`config.mk`:
```
export PLATFORM = sky130hd
export DESIGN_NAME = component_pipe_arbiter
export DESIGN_NICKNAME = d
export VERILOG_FILES = /design/src/rtl/component_pipe_arbiter.sv
export SDC_FILE = /design/constraint.sdc
export NUM_CORES = 1
export LEC_CHECK = 0
export ABC_AREA = 1
export BUFFER_PORTS_ARGS = -buffer_cell sky130_fd_sc_hd__buf_2
export CELL_PAD_IN_SITES_DETAIL_PLACEMENT = 1
export CELL_PAD_IN_SITES_GLOBAL_PLACEMENT = 1
export CORE_ASPECT_RATIO = 2
export CORE_MARGIN = 3
export CORE_UTILIZATION = 28
export DETAILED_ROUTE_END_ITERATION = 12
export GPL_ROUTABILITY_DRIVEN = 0
export PLACE_DENSITY = 0.73
export SETUP_SLACK_MARGIN = 0.05
export SLEW_MARGIN = 20
export SYNTH_ARGS = -nofsm -noshare
export SYNTH_HDL_FRONTEND = slang
export SYNTH_SLANG_ARGS = --single-unit
```
`constraint.sdc`:
```
create_clock -name clk -period 1.2 [get_ports clk]
set_clock_uncertainty 0.15 [all_clocks]
set_input_delay 0.12 -clock clk [delete_from_list [all_inputs] [get_ports clk]]
set_output_delay 0.12 -clock clk [all_outputs]
set_load 0.02 [all_outputs]
```
`src/rtl/component_pipe_arbiter.sv`:
```
// component_pipe_arbiter: two-way round-robin front end for a shared unit
// with fixed latency. Optional grant counters: COMPONENT_PIPE_ARBITER_STATS_EN.
module component_pipe_arbiter #(
  parameter int WIDTH   = 8,
  parameter int LATENCY = 4
) (
  input  logic             clk,
  input  logic             rst,
  input  logic             req0_valid,
  input  logic [WIDTH-1:0] req0_data,
  output logic             req0_ready,
  input  logic             req1_valid,
  input  logic [WIDTH-1:0] req1_data,
  output logic             req1_ready,
  input  logic             flush,
  output logic             issue_valid,
  output logic [WIDTH-1:0] issue_data,
  input  logic [WIDTH-1:0] pipe_result,
  output logic             rsp0_valid,
  output logic             rsp1_valid,
  output logic [WIDTH-1:0] rsp_data
`ifdef COMPONENT_PIPE_ARBITER_STATS_EN
  ,
  output logic [15:0]      grant0_count,
  output logic [15:0]      grant1_count
`endif
);

  // ptr=1 means requester 1 was granted last
  logic ptr;
  logic pick0;
  logic pick1;
  logic xfer0;
  logic xfer1;
  logic xfer;

  // tag pipeline: stage k is the owner of the issue k cycles old
  logic [LATENCY:0] tag_v;
  logic [LATENCY:0] tag_id;

  // grant the lone requester, or on a tie the one not served last
  always_comb begin
    pick0      = req0_valid && (!req1_valid || ptr);
    pick1      = req1_valid && (!req0_valid || !ptr);
    req0_ready = pick0 && !flush;
    req1_ready = pick1 && !flush;
  end

  assign xfer0 = req0_valid && req0_ready;
  assign xfer1 = req1_valid && req1_ready;
  assign xfer  = xfer0 || xfer1;

  // pointer moves only on an accepted transfer
  always_ff @(posedge clk or negedge rst) begin
    if (!rst) begin
      ptr <= 1'b1;
    end else if (xfer) begin
      ptr <= xfer1;
    end
  end

  // register the granted operand toward the shared unit
  always_ff @(posedge clk or negedge rst) begin
    if (!rst) begin
      issue_valid <= 1'b0;
      issue_data  <= '0;
    end else begin
      issue_valid <= xfer;
      if (xfer) begin
        issue_data <= xfer1 ? req1_data : req0_data;
      end
    end
  end

  // owner tags advance every cycle; flush kills every stage
  always_ff @(posedge clk or negedge rst) begin
    if (!rst) begin
      tag_v  <= '0;
      tag_id <= '0;
    end else begin
      tag_v[0]  <= xfer;
      tag_id[0] <= xfer1;
      for (int k = 1; k <= LATENCY; k++) begin
        tag_v[k]  <= tag_v[k-1] && !flush;
        tag_id[k] <= tag_id[k-1];
      end
    end
  end

  assign rsp0_valid = tag_v[LATENCY] && !tag_id[LATENCY];
  assign rsp1_valid = tag_v[LATENCY] && tag_id[LATENCY];
  assign rsp_data   = pipe_result;

`ifdef COMPONENT_PIPE_ARBITER_STATS_EN
  // saturating per-requester grant counters
  always_ff @(posedge clk or negedge rst) begin
    if (!rst) begin
      grant0_count <= '0;
      grant1_count <= '0;
    end else begin
      if (xfer0 && grant0_count != 16'hFFFF) begin
        grant0_count <= grant0_count + 16'd1;
      end
      if (xfer1 && grant1_count != 16'hFFFF) begin
        grant1_count <= grant1_count + 16'd1;
      end
    end
  end
`endif

endmodule

```
; After elaboration in Yosys (flattened, before gate mapping)
; Index checks and enable logic that the tools add are counted.
[word_totals]
ff_bits = 20
latch_bits = 0
ram_bits = 0
mem_bits_ro = 0
input_bits = 29
output_inout_bits = 21
word_cells = 26
memories = 0
[classes]
n_addsub = 0
n_mul = 0
div = 0
order_cmp = 0
n_eq_ne = 0
shifts = 0
n_mux = 1
bitwise = 0
reduce_logical = 20
[ops]
columns = operator, n
row1 = $logic_and 1x1->1, 12
row2 = $mux 8, 1
row3 = $logic_not 1->1, 5
row4 = $logic_or 1x1->1, 3

; Depth between registers and ports, before layout
; Gate-level depths: netlist (run 1).
[depth]
word_depth = 6
depth_mapped = 7
ltp_nobuf = 6

; Worst setup path before layout (run 1)
; OpenSTA, ideal clock, no wires.
[synth_path]
kind = reg2out
start = register ptr
end = output req0_ready
arrival_ps = 958
t_required_ps = 930
slack_ps = -28
stages_incl_launch_ff = 3
n_path_buf = 0
cell_sequence = dfstp_2 inv_1 a21oi_1
[synth_via]
elab_chain_len = 3
[synth_lines]
columns = element, line
row1 = start: declaration, 30  ; logic ptr;
row2 = start signal: assignment, 58  ; ptr <= xfer1;
row3 = $logic_or 1x1->1, 43  ; pick0 = req0_valid && (!req1_valid || ptr);
row4 = $logic_and 1x1->1, 43
row5 = $logic_and 1x1->1, 45  ; req0_ready = pick0 && !flush;
row6 = end: declaration, 11  ; output logic req0_ready,
; Every way passes these cells.

; Worst setup path in the final report (run 1)
; Same ends and word-level chain as after synthesis.

==> reports/metrics.yaml, run 1 <==
final_area_mm2: 0.00127
arrival_ps: 1150
post_dp_cell_area_mm2: 0.00109
violations: "setup timing"
pre_cts_slack_ps: -90.0
vdd_drop_max_v: 0.000506
path_buf_inv: 2
crit_fanout: 2
power.density_mw_per_mm2: 1230
final-max-slew-violation-count: 0
avgViaCountPerCell: 4.59
synth_fp_nets: 130
synth_cell_types: 17
clockRootBuffer: "clkbuf_8"
routed.top_layer: "met4"
r2r_slack_ps: -180
hold_path_class: "in -> reg"
first_iter_violations: 2
timing.final.crit_share_pct: 118
crit_path_cell_trace: "inv_2, a21oi_2, buf_4"
drt-met1-wl_um: 854
status: "complete, but fails checks"
drt-pass1-iter-count: 3
endpoint_kind: "output port"
rsz0062_at_grt: "true"
wl_met2_um: 1460
port_buffers: 33
cts_sinks: 19
leakagePower_nw: 0.701
yosysWarnings: 0
critical_path.startpoint_type: "flip-flop"
utilization_pct: 39.7
synthCells: 101
tns_ps: -1780
die_x_um: 46.8
netlist_area_um2: 931
synth_seq_cells: 19
maxCapViolations: 0
drive_above_1_share_pct: 52.5
cts_max_path_buffers: 2
wl_per_cell_um: 14.5
syn_to_final_growth_pct: 36.3
io_pins: 50
h-tree-depth: 1
drc: 0
finalWorstSetupSlack_ps: -217
dieHeight_um: 87.5
clkTransAtPathRegs_ps: 70
crit_required_ps: 930
hold_viol: 0
drtAntennaViolNets: 0
final_cells: 170
nets: 169
antenna_found_initial: 0
row_count: 29
whs_ps: 15.1
grt_pass1_vias: 869
grt_overflow: 0
cts_buffers: 3
place_inst: 159
cpPeakStageDelay_ps: 570
slew-limit-headroom_pct: 71.6
path_class: "reg -> out"
coreArea_mm2: 0.00319
fin_crit_ps: 1420
fmax_ghz: 0.706
grt_pass1_wl_um: 3750
report.power.total_mw: 1.56
crit_family: "flip-flops"
crit_path_top_delay_cell: "dfstp_2"
grt_max_degree: 20
dr_wl_met3_um: 118
track_usage_pct: 12.9
seq_area_frac_synth_pct: 51.2
dp_hpwl_um: 1850
setup_violations: 12
tritoncts: "yes"
vias: 780
synth_area_per_cell_um2: 9.22
wl_um: 2470
tightestPinTransition_ps: 426
diodes: 0
insertion_delay_ps: 250
die-area_mm2: 0.00409
start_util_pct: 29.2
final timing paths:
path,from,end,depth (start not counted)
setup / recovery,ptr,req0_ready,3
hold / removal,req0_data[0],issue_data[0],5
setup reg to reg,ptr,issue_data[1],8
hold reg to reg,tag_id[0],tag_id[1],0
max in group asynchronous,rst,ptr,2
min in group asynchronous,rst,issue_data[4],2
synth_stat cells:
cell type / instances / area share (%)
nand2_1: 35 / 14
nand2_2: 7 / 4.7
inv_1: 9 / 3.6
o21ai_4: 1 / 1.7
o21ai_2: 1 / 0.94
buf_4: 8 / 6.5
buf_6: 2 / 2.4
buf_12: 1 / 2.2
dfrtp_1: 18 / 48
nor2_1: 5 / 2.0
nand4_1: 8 / 5.4
nand3_4: 1 / 1.9
nand2_4: 1 / 1.2
inv_8: 1 / 1.2
inv_2: 1 / 0.40
a21oi_1: 1 / 0.54
dfstp_2: 1 / 2.8
per-layer routing:
layer,up-vias,global-route usage (%)
met2,20,24.7
li1,378,-
met4,0,6.80
met1,380,12.4
met3,2,1.03
met5,-,0
where the power goes:
group	switching [mW]	internal, mW
registers	0.0309	0.702
logic	0.228	0.160
clock network	0.206	0.230
kinds of logic (layout without fill, tap and decap cells):
kind of cell           Yosys count  after routing  share of synthesized area [%]
buffers and inverters           22             60                           16.3
flip-flops                      19             19                           51.2
AND/OR/NAND/NOR                 57             57                           29.3
AO/OA/AOI/OAI                    3              3                           3.23
layout by cell type (no fill, tap or decap), types with 3 or more instances in the layout:
master    Yosys  final
buf_4         8      6
nor2_1        5      5
buf_6         2      7
dfrtp_1      18     18
clkbuf_8      0      3
nand4_1       8      8
buf_2         0     29
nand2_4       1      4
inv_2         1      4
inv_1         9      6
nand2_2       7     12
nand2_1      35     27
worst register-to-register path: stages (launching register included):
cell and delay, ps:
dfstp_2 570, nand2_4 70, nand3_4 70, buf_6 120, buf_12 120, nand2_2 50, nand2_2 60, nand2_2 60
nand2_2 50
final cells by class:
cell class	count	area [µm²]
Timing Repair Buffer	45	309
Multi-Input combinational cell	60	349
Fill cell	395	1920
Inverter	11	48.8
Clock buffer	3	41.3
Tap cell	31	38.8
Clock inverter	1	5.00
Sequential cell	19	477
what timing repair did:
item | in CTS | in global routing
buffers inserted | 4 | 1
pin swaps | 3 | 9
hold buffers | 2 | 0
setup endpoints to repair | 14 | 14
gates resized for setup | 17 | 9
hold endpoints to repair | 23 | 0
registers in the layout, summed over array words and instances, names as in the netlist:
register,cells
tag_id,5
tag_v,5
ptr,1
issue_data,8
Power figures use the tool's default switching activity.
==> run 2, diff against run 1 <==
SETUP_SLACK_MARGIN = 0.1   (was 0.05)
==> run 2 against run 1 <==
The run still ends with setup timing left; wire length grew 0.41%; final area increased by 1.7%; first-iteration DRC count rose to 3.5 times the previous value; sequential share of layout area shrank 0.62 points; final cell count rose by 1.2%; highest routed layer unchanged; global-route usage unchanged; non-clock buffer count increased by 2; critical endpoint unchanged; register-to-register slack barely moved; critical path depth unchanged; maximum frequency is essentially flat; die area unchanged.
==> reports/metrics.yaml, run 2 (synthesized netlist as in run 1, its figures left out) <==
cts_max_path_buffers: 2
tritoncts: "yes"
final_cells: 172
r2r_slack_ps: -170
finalWorstSetupSlack_ps: -217
grt_pass1_vias: 867
tns_ps: -1780
power_frac_comb_pct: 25.8
start_util_pct: 29.2
first_iter_violations: 7
fill_cells: 394
dp_hpwl_um: 1850
reg_top3: "issue_data: 8 flops, tag_id: 5 flops, tag_v: 5 flops"
rsz0062_at_grt: "true"
dieHeight_um: 87.5
maxCapViolations: 0
syn_to_final_growth_pct: 38.6
clockRootBuffer: "clkbuf_8"
p_clk_share_pct: 27.7
io_pins: 50
status: "complete, but fails checks"
drt-pass1-iter-count: 3
grt_max_degree: 20
largest_reg_flops: 8
drtAntennaViolNets: 0
vias: 786
grt_overflow: 0
critical_path.startpoint_type: "flip-flop"
whs_ps: 15.1
avgViaCountPerCell: 4.57
vdd_drop_max_v: 0.000506
power.density_mw_per_mm2: 1220
pre_cts_slack_ps: -90.0
hold_viol: 0
fin_crit_ps: 1420
layout_commonest_cell: "buf_2"
nets: 171
hold_path_class: "in -> reg"
h-tree-depth: 1
track_usage_pct: 12.9
die-area_mm2: 0.00409
clkTransAtPathRegs_ps: 70
drive_above_1_share_pct: 53.2
switching_share_pct: 29.7
net-switching-power_mw: 0.468
setup_violations: 12
crit_required_ps: 930
wl_um: 2480
final-max-slew-violation-count: 0
insertion_delay_ps: 250
diodes: 0
grt_pass1_wl_um: 3750
power.internal_mw: 1.11
crit_fanout: 2
cts_buffers: 3
final_cell_mix: "buf_2, nand2_1, dfrtp_1, nand2_2"
timing.final.crit_share_pct: 118
violations: "setup timing"
drc: 0
place_inst: 159
coreArea_mm2: 0.00319
path_class: "reg -> out"
cts_sinks: 19
endpoint_kind: "output port"
fmax_ghz: 0.706
largest_register: "issue_data"
leakagePower_nw: 0.712
wl_per_cell_um: 14.4
post_dp_cell_area_mm2: 0.00109
slew-limit-headroom_pct: 71.6
seqPwrFrac_pct: 46.5
antenna_found_initial: 0
arrival_ps: 1150
tightestPinTransition_ps: 427
row_count: 29
die_x_um: 46.8
port_buffers: 33
final_area_mm2: 0.00129
[run 2: final cells by class]
cell class	instances	area [µm²]	share of cell area (%)
Tap cell	31	38.8	3.01
Inverter	11	48.8	3.78
Sequential cell	19	477	37.0
Clock inverter	1	5.00	0.388
Clock buffer	3	41.3	3.20
Timing Repair Buffer	47	330	25.6
Multi-Input combinational cell	60	349	27.1
[run 2: path summary, 6_finish.rpt]
path	to	depth (start not counted)	from
hold reg to reg	tag_id[1]	0	tag_id[0]
hold / removal	issue_data[0]	5	req0_data[0]
setup reg to reg	issue_data[1]	8	ptr
max in group asynchronous	ptr	2	rst
min in group asynchronous	issue_data[4]	2	rst
setup / recovery	req0_ready	3	ptr
[run 2: what timing repair did]
action,CTS,global route
hold endpoints to repair,23,0
gates resized for setup,17,11
pin swaps,3,9
buffers inserted,4,3
cloned,0,0
setup endpoints to repair,14,16
hold buffers,2,0
[run 2: per-stage QoR]
stage	total power [mW]	utilization, %
floorplan	0.968	-
global placement	1.05	34.0
detailed placement	1.07	34.0
CTS	1.55	38.4
global route	1.65	40.4
finish	1.58	40.4
[run 2: worst max-delay path, stage by stage (launching register included)]
cell	delay [ps]
dfstp_2	570
inv_2	50
a21oi_2	120
buf_4	150
[run 2: metal layers]
metal  GRT usage [%]  share of wire [%]
met4            6.80                1.5
met2            24.7                 59
met1            12.4                 35
met3            1.03                4.8
met5               0                  0
[run 2: power by group through the flow]
stage	Combinational [mW]	Sequential (mW)	Clock [mW]
after floorplan	0.178	0.790	0
after global routing	0.443	0.740	0.471
after CTS	0.367	0.734	0.448
after global placement	0.313	0.739	0
after detailed placement	0.322	0.745	0
final	0.407	0.733	0.436
==> run 3, diff against run 2 <==
SETUP_SLACK_MARGIN = 0.3   (was 0.1)
==> run 3 against run 2 <==
The run ends with hold timing, setup timing left; global-route usage shrank 0.59 points; worst setup slack improved by 22 ps; sequential power increased by 0.8%; highest routed layer unchanged.
==> reports/metrics.yaml, run 3 (synthesized netlist as in run 1, its figures left out) <==
status: "complete, but fails checks"
violations: "hold timing, setup timing"
critical_path.startpoint_type: "flip-flop"
seq_area_um2: 477
clockRootBuffer: "clkbuf_8"
cpPeakStageDelay_ps: 570
layout_commonest_cell: "nand2_1"
utilization_pct: 41.5
syn_to_final_growth_pct: 42.2
crit_family: "flip-flops"
track_usage_pct: 12.3
r2r_start: "ptr"
setup_violations: 10
grt_overflow: 0
fill_cells: 390
vdd_drop_max_v: 0.000550
h-tree-depth: 1
cp.depth: 3
crit_path_cell_trace: "inv_2, a21oi_2, buf_4"
min_path_cells: 2
path_class: "reg -> out"
endpoint_kind: "output port"
whs_ps: -67.7
fin_crit_ps: 1400
grt_max_degree: 20
nets: 174
vias: 793
largest_reg_flops: 8
row_count: 29
coreArea_mm2: 0.00319
final-max-slew-violation-count: 0
power.density_mw_per_mm2: 1230
drc: 0
dp_hpwl_um: 1710
reg_top3: "issue_data: 8 flops, tag_id: 5 flops, tag_v: 5 flops"
multi_input_area_um2: 309
path_buf_inv: 2
avgViaCountPerCell: 4.53
start_util_pct: 29.2
maxCapViolations: 0
tightestPinTransition_ps: 428
die-area_mm2: 0.00409
grt_pass1_vias: 858
die_x_um: 46.8
fmax_ghz: 0.717
grt_pass1_wl_um: 3640
crit_path_top_delay_cell: "dfstp_2"
largest_register: "issue_data"
antenna_found_initial: 0
report.power.total_mw: 1.63
rr_worst_depth: 7
port_buffers: 33
final_cell_mix: "nand2_1, buf_2, dfrtp_1, buf_6, buf_4"
clkTransAtPathRegs_ps: 70
dieHeight_um: 87.5
finalWorstSetupSlack_ps: -195
arrival_ps: 1130
cts_buffers: 3
slew-limit-headroom_pct: 71.4
crit_required_ps: 930
hold_start: "flush"
io_pins: 50
tritoncts: "yes"
diodes: 0
hold_path_class: "in -> reg"
cts_sinks: 19
hold_viol: 4
timing.final.crit_share_pct: 116
drt-pass1-iter-count: 4
leakagePower_nw: 0.734
rsz0062_at_grt: "true"
wl_per_cell_um: 12.8
first_iter_violations: 15
cts_max_path_buffers: 2
insertion_delay_ps: 260
critPathLaunch: "ptr"
wl_um: 2250
drive_above_1_share_pct: 50.7
crit_fanout: 2
ctsHoldBuffers: 1
drtAntennaViolNets: 0
==> run 3: path summary, 6_finish.rpt <==
check                                end  slack [ps]
setup / recovery              req0_ready        -200
hold / removal                  tag_v[1]         -70
setup reg to reg           issue_data[7]        -150
hold reg to reg                tag_id[3]         200
max in group asynchronous            ptr         400
min in group asynchronous  issue_data[6]         180
==> run 3: timing repair <==
item / CTS / global route
buffers inserted: 10 / 2
gates cloned: 0 / 0
setup endpoints to repair: 23 / 23
gates resized for setup: 24 / 10
endpoints found under the hold margin: 23 / 4
pin swaps: 3 / 13
==> run 3: final cells by class <==
class / count / share of cell area, %
repair buffers: 50 / 30.5
well taps: 31 / 2.93
inverters: 11 / 3.69
clock inverters: 1 / 0.378
clock buffers: 3 / 3.12
flip-flops and latches: 19 / 36.0
multi-input cells: 60 / 23.3
==> run 3: metrics by stage <==
stage	setup WS (ps)	setup TNS, ps	cells	hold WS (ps)	area, µm²
global placement	-26.5	-41.3	158	-71.0	1080
global route	-262	-2300	175	-65.2	1320
floorplan	15.8	0	101	-326	937
finish	-195	-1490	175	-67.7	1320
CTS	-205	-1750	173	-70.0	1280
detailed placement	-51.0	-292	158	-61.6	1080
==> run 3: routing by layer <==
metal  vias to the layer above  routed length (µm)  GRT usage, %
li1                        389                   -             -
met1                       364                 851          12.6
met2                        31                1180          21.2
met3                         9                 120          1.03
met4                         0                  94          9.57
met5                         -                   0             0
==> run 3: where the power goes <==
group / switching [mW] / leakage (nW) / total [mW] / internal [mW]
registers: 0.0375 / 0.242 / 0.739 / 0.702
logic: 0.216 / 0.466 / 0.449 / 0.234
clock network: 0.215 / 0.0255 / 0.446 / 0.231
